==> src/rtl/gate_sweep_pkg.sv <==
// Shared definitions for the gate truth-table sweeper: FSM encoding and limits.
package gate_sweep_pkg;

  typedef enum logic [1:0] {
    IDLE   = 2'd0,
    SETTLE = 2'd1,
    EMIT   = 2'd2,
    DONE   = 2'd3
  } sweep_state_t;

  localparam int MAX_N_IN = 4;

endpackage

==> src/rtl/sweep_settle_timer.sv <==
// Loadable down-counter; expire flags the last cycle of a settle interval (count==1).
module sweep_settle_timer #(
  parameter int CNT_W = 1
) (
  input  logic             clk,
  input  logic             rst,
  input  logic             load,
  input  logic [CNT_W-1:0] load_val,
  output logic             expire
);

  logic [CNT_W-1:0] cnt;

  // Stops at zero so an idle timer never re-expires on its own.
  always_ff @(posedge clk or posedge rst) begin
    if (rst) begin
      cnt <= '0;
    end else if (load) begin
      cnt <= load_val;
    end else if (cnt != '0) begin
      cnt <= cnt - CNT_W'(1);
    end
  end

  assign expire = (cnt == CNT_W'(1));

endmodule

==> src/rtl/gate_truth_table_sweeper.sv <==
// Drives every input combination of a gate under test, samples its output after a
// settle delay, emits each row over valid/ready and accumulates the full truth table.
module gate_truth_table_sweeper
  import gate_sweep_pkg::*;
#(
  parameter int N_IN          = 1,
  parameter int SETTLE_CYCLES = 1
) (
  input  logic                 clk,
  input  logic                 rst,
  input  logic                 start,
  output logic [N_IN-1:0]      gate_in,
  input  logic                 gate_out,
  output logic                 busy,
  output logic                 row_valid,
  input  logic                 row_ready,
  output logic [N_IN-1:0]      row_idx,
  output logic                 row_out,
  output logic [(1<<N_IN)-1:0] table_out,
  output logic                 done
);

  localparam int              ROWS  = 1 << N_IN;
  localparam int              CNT_W = $clog2(SETTLE_CYCLES + 1);
  localparam logic [N_IN-1:0] LAST  = N_IN'(ROWS - 1);

  if (SETTLE_CYCLES < 1) begin : g_bad_settle
    $error("SETTLE_CYCLES must be at least 1");
  end
  if (N_IN < 1 || N_IN > MAX_N_IN) begin : g_bad_n_in
    $error("N_IN out of range 1..MAX_N_IN");
  end

  sweep_state_t        state_q, state_d;
  logic [N_IN-1:0]     gate_in_d, row_idx_d;
  logic [ROWS-1:0]     table_d;
  logic                row_out_d, busy_d, row_valid_d, done_d;
  logic                load, expire;

  sweep_settle_timer #(.CNT_W(CNT_W)) u_timer (
    .clk      (clk),
    .rst      (rst),
    .load     (load),
    .load_val (CNT_W'(SETTLE_CYCLES)),
    .expire   (expire)
  );

  always_comb begin
    state_d     = state_q;
    gate_in_d   = gate_in;
    row_idx_d   = row_idx;
    row_out_d   = row_out;
    table_d     = table_out;
    busy_d      = busy;
    row_valid_d = row_valid;
    done_d      = 1'b0;
    load        = 1'b0;
    case (state_q)
      IDLE: begin
        if (start) begin
          gate_in_d = '0;
          row_idx_d = '0;
          table_d   = '0;
          load      = 1'b1;
          busy_d    = 1'b1;
          state_d   = SETTLE;
        end
      end
      SETTLE: begin
        // gate_out is only ever observed here, on the final settle cycle.
        if (expire) begin
          row_out_d          = gate_out;
          table_d[row_idx]   = gate_out;
          row_valid_d        = 1'b1;
          state_d            = EMIT;
        end
      end
      EMIT: begin
        if (row_valid && row_ready) begin
          row_valid_d = 1'b0;
          if (row_idx == LAST) begin
            busy_d  = 1'b0;
            done_d  = 1'b1;
            state_d = DONE;
          end else begin
            row_idx_d = row_idx + N_IN'(1);
            gate_in_d = row_idx + N_IN'(1);
            load      = 1'b1;
            state_d   = SETTLE;
          end
        end
      end
      DONE: begin
        state_d = IDLE;
      end
      default: begin
        state_d = IDLE;
      end
    endcase
  end

  always_ff @(posedge clk or posedge rst) begin
    if (rst) begin
      state_q   <= IDLE;
      gate_in   <= '0;
      row_idx   <= '0;
      row_out   <= 1'b0;
      table_out <= '0;
      busy      <= 1'b0;
      row_valid <= 1'b0;
      done      <= 1'b0;
    end else begin
      state_q   <= state_d;
      gate_in   <= gate_in_d;
      row_idx   <= row_idx_d;
      row_out   <= row_out_d;
      table_out <= table_d;
      busy      <= busy_d;
      row_valid <= row_valid_d;
      done      <= done_d;
    end
  end

endmodule
==> config.mk <==
export PLATFORM = sky130hd
export DESIGN_NAME = gate_truth_table_sweeper
export DESIGN_NICKNAME = d
export VERILOG_FILES = /design/src/rtl/gate_sweep_pkg.sv /design/src/rtl/sweep_settle_timer.sv /design/src/rtl/gate_truth_table_sweeper.sv
export SDC_FILE = /design/constraint.sdc
export NUM_CORES = 1
export LEC_CHECK = 0
export ABC_AREA = 1
export BUFFER_PORTS_ARGS = -buffer_cell sky130_fd_sc_hd__buf_2
export CORE_AREA = 2 2 39 41
export CTS_BUF_LIST = sky130_fd_sc_hd__clkbuf_8 sky130_fd_sc_hd__clkbuf_16
export CTS_CLUSTER_DIAMETER = 150
export DETAILED_ROUTE_END_ITERATION = 8
export DIE_AREA = 0 0 41 43
export PLACE_DENSITY_LB_ADDON = 0.08
export RECOVER_POWER = 100
export SYNTH_ARGS = -nofsm -noshare
export SYNTH_HDL_FRONTEND = slang
export SYNTH_SLANG_ARGS = --single-unit
==> constraint.sdc <==
create_clock -name clk -period 2.5 [get_ports clk]
set_input_delay 0.375 -clock clk [delete_from_list [all_inputs] [get_ports clk]]
set_output_delay 0.375 -clock clk [all_outputs]
set_load 0.02 [all_outputs]
## Word-level counts from Yosys, hierarchy flattened

Index checks and enable logic that the tools add are counted.

| word-level totals | value |
|---|---|
| logic and storage cells | 68 |
| output and inout bits | 8 |
| input port bits | 5 |
| register bits after elaboration | 11 |

| operators by class | value |
|---|---|
| add/sub/neg operators | 2 |
| mux-type cells | 34 |
| $lt $le $gt $ge | 2 |
| reduce and logical (&&, ||, !) cells | 13 |
| eq/ne operators | 8 |

Operators by type and width:

| operator | count |
|---|---|
| $mux 1 | 19 |
| $mux 2 | 6 |
| $reduce_and 3->1 | 4 |
| $pmux 1 s2 | 5 |
| $ne 2x2->1 const B | 4 |
| $pmux 2 s4 | 1 |
| $reduce_and 4->1 | 2 |
| $reduce_bool 2->1 | 3 |
| $eq 2x2->1 const B | 2 |
| $pmux 2 s2 | 1 |
| $bwmux 2 | 1 |
| $eq 2x1->1 const B | 1 |
| $logic_and 1x1->1 | 2 |
| $logic_not 2->1 | 1 |
| $lt 1x2->1 const B | 1 |
| $ne 2x1->1 const B | 1 |
| $reduce_and 2->1 | 1 |
| $add 1x1->1 const B | 1 |
| $demux 1 s1 | 1 |
| $ge 1x1->1 const B | 1 |
| $sub 1x1->1 const B | 1 |

## Longest topological paths before layout

| logic depth | value |
|---|---|
| depth after elaboration | 7 |
| gate-level depth with buffers | 7 |
| mapped depth without buffers | 7 |

## Hierarchy

Synthesis repeated with hierarchy kept, for this count alone.

| second synthesis, totals | value |
|---|---|
| cells, all modules | 66 |
| area, all modules | 509.2 um^2 |

Modules (own cells, without submodules):

| module | times used | cells each | area an instance (um^2) | seq. area each (um^2) |
|---|---|---|---|---|
| gate_truth_table_sweeper | 1 | 62 | 473.0 | 250.2 |
| sweep_settle_timer | 1 | 4 | 36.3 | 25.0 |

## Worst setup path before layout

OpenSTA, ideal clock, no wires.

| path | value |
|---|---|
| kind | register to register |
| start | register row_valid |
| end | register gate_in |
| required time | 2.382 ns |
| arrival | 0.922 ns |
| library setup time | 0.118 ns |
| path buffers | 0 |
| stages on the path, launching flop included | 6 |
| period minus slack after synthesis | 1.040 ns |
| path slack | 1.460 ns |
| cells stage by stage | dfrtp_1 -> nand2_1 -> a21oi_1 -> nand2_1 -> nand2_1 -> nand2_1 |

| between the ends | value |
|---|---|
| longest elaborated chain between the ends | 3 |

RTL lines:

| element | RTL line | source |
|---|---|---|
| from (decl) | gate_truth_table_sweeper.sv:15 | `output logic row_valid,` |
| from (signal assigned) | gate_truth_table_sweeper.sv:119 | `row_valid <= row_valid_d;` |
| $logic_and 1x1->1 | gate_truth_table_sweeper.sv:79 | `if (row_valid && row_ready) begin` |
| $ne 2x2->1 (no line) | -- |  |
| $reduce_and 4->1 (no line) | -- |  |
| to (signal assigned) | gate_truth_table_sweeper.sv:114 | `gate_in <= gate_in_d;` |
| to (decl) | gate_truth_table_sweeper.sv:12 | `output logic [N_IN-1:0] gate_in,` |

Every way passes these cells.
A chain may end at the register's enable or synchronous reset.

## Worst setup path after layout

| path | value |
|---|---|
| start | register row_idx |
| end | output row_idx |

RTL lines:

| element | RTL line | source |
|---|---|---|
| from (decl) | gate_truth_table_sweeper.sv:17 | `output logic [N_IN-1:0] row_idx,` |
| from (signal assigned) | gate_truth_table_sweeper.sv:115 | `row_idx <= row_idx_d;` |

No word-level cell between the ends.

==> results.tsv <==
metric	value	unit
grt_pass1_vias	363	
area_growth	18.3	%
synth_cell_type_count	15	
grt_overflow	0	
avgSynthCellArea	8.12	sq um
num_vias	410	
irDropWorstVdd	295	uV
synth_top_cell_area_share	53.8	%
cpMaxStageDelayCell	dfrtp_1	
period_minus_slack	1270	ps
final.setup_skew	0.702	ps
drc	0	
clock_path_buffers	2	
synth_area	512	sq um
yosysWarnings	0	
slew_headroom	72.0	%
finalPower	0.366	mW
place_area	592	sq um
cp_top_family	flip-flops	
die_h	43	um
syn_inst	63	
clk_pin_slew	50	ps
instances_no_fill	95	
rsz0062_at_grt	false	
crit_chain	clkbuf_1	
crit_type	register to primary output	
portBuffers	12	
fillers	162	
finalCritPeriodShare	50.7	%
num_io_pins	13	
routabilityCongestion	0.763	
antenna_found_initial	0	
numPlacedInstances	91	
cts_root_buffer	clkbuf_8	
power_leakage	0.334	nW
grtUsageTotal	14.5	%
post-cts-setup-buffer-count	0	
final_hold_viol_count	0	
critPathCaptureType	primary output	
synth.area.top_cells	dfrtp_1, nand2_1, inv_1	
cts_resized	0	
route.detailed.wl_per_inst	9.93	um
seq_area_frac_synth	53.8	%
critPathMaxStageDelay	410	ps
hold_path.class	primary input to asynchronous set/reset pin	
die_w	41	um
crit_path_max_fanout	5	
status	finished, final reports clean	
nets	85	
synth_nets	68	
cts-buffers-inserted	3	
avgViaCountPerCell	4.32	
clk_latency	230	ps
ctsHtreeMaxLevel	1	
n_antenna_cell	0	
firstDrtPassIters	2	
path_buf_inv	1	
hpwlAfterDp	738	um
core.rowCount	14	
start_util	37.0	%
finalMaxSlewViolations	0	
cp.arrival	890	ps
grt_max_degree	12	
die-area	1760	sq um
core_area	1380	sq um
fmax	0.789	GHz
cp.required	2120	ps
final_area	606	sq um
start_kind	register	
synth.largest_area_cell	dfrtp_1	
final.setup.tns	0	ps
p_per_area	604	nW/um^2
drive_gt1_share	10.1	%
initialDrtViolationCount	4	
setup_violations	0	
clock_sinks	11	
cts_hold_buf	0	
grt_pass1_wl	1570	um
drtAntennaViolNets	0	
cts_tree	built	
drv_cap	0	
drt_wl_total	943	um
tightest_slew	419	ps
synth_seq_cells	11	
-- cell type report --
type	instances	area [sq um]	area share, %
clock inverters	1	3.75	0.620
flip-flops and latches	11	275	45.5
clock buffers	3	41.3	6.82
repair buffers	12	50.0	8.26
well taps	16	20.0	3.31
inverters	8	30.0	4.96
multi-input cells	44	185	30.6
-- synthesized netlist by cell type, drive strengths merged --
cell	instances
o21ai	1
nor2	4
dfrtp	11
nand4	1
nand3	3
inv	8
or2	1
nand3b	2
nand2	30
a21oi	2
-- registers in the layout, indices dropped and copies added (netlist names) --
name / flops
state_q: 2
row_idx: 1
row_out: 1
gate_in: 1
u_timer.expire: 1
done: 1
busy: 1
table_out: 2
row_valid: 1
-- worst reg2reg max path: stages (launching register included) --
cell and delay (ps):
dfrtp_1 400, clkinv_1 100, nor2_1 200, nand2_1 140, nand2_1 140, nand2_1 70
nand2_1 50, nand2_1 40
-- stage by stage --
step           utilization, %  hold WS [ps]  setup slack, ps
2_1_floorplan               -           227             1460
3_3_place_gp             42.8           393             1410
3_5_place_dp             42.8           386             1410
4_1_cts                  46.0           132             1280
5_1_grt                  43.8           157             1080
6_report                 43.8           122             1230
-- placed cells by master, fill, tap and decap left out --
master | Yosys | final
nand4_1 | 1 | 1
inv_1 | 6 | 8
clkbuf_8 | 0 | 3
nand2_1 | 29 | 30
or2_2 | 1 | 1
clkbuf_1 | 0 | 8
nor2_1 | 2 | 4
buf_2 | 0 | 4
nand3b_1 | 2 | 2
a21oi_1 | 2 | 2
o21ai_0 | 0 | 1
dfrtp_1 | 11 | 11
nand3_1 | 2 | 3
clkinv_1 | 0 | 1
-- layer usage --
layer  vias to the layer above  track usage [%]  routed length, um
met5                         -                0                  0
met4                         0             12.0                 31
met3                         4             7.85                 39
met2                         8             18.4                417
met1                       172             16.8                454
li1                        226                -                  -
-- where the power goes --
part | internal (mW) | total [mW] | switching, mW
Sequential | 0.180 | 0.181 | 0.000882
Combinational | 0.00390 | 0.0130 | 0.00913
Clock | 0.108 | 0.172 | 0.0640
-- kinds of logic after synthesis --
logic type	share of synthesized area, %
AOI/OAI and AO/OA	3.67
buffers and inverters	5.87
DFF	53.8
and+or+nand+nor	36.7
-- path summary, 6_finish.rpt --
path	slack [ps]	end	depth (start not counted)	startpoint
min in group clk	400	row_out	3	gate_out
min	120	row_idx	2	rst
min reg2reg	460	gate_in	2	gate_in
max	1230	row_idx	1	row_idx
max in group asynchronous	2090	gate_in	2	rst
max reg2reg	1250	table_out[1]	7	state_q[0]
Power figures use the tool's default switching activity.
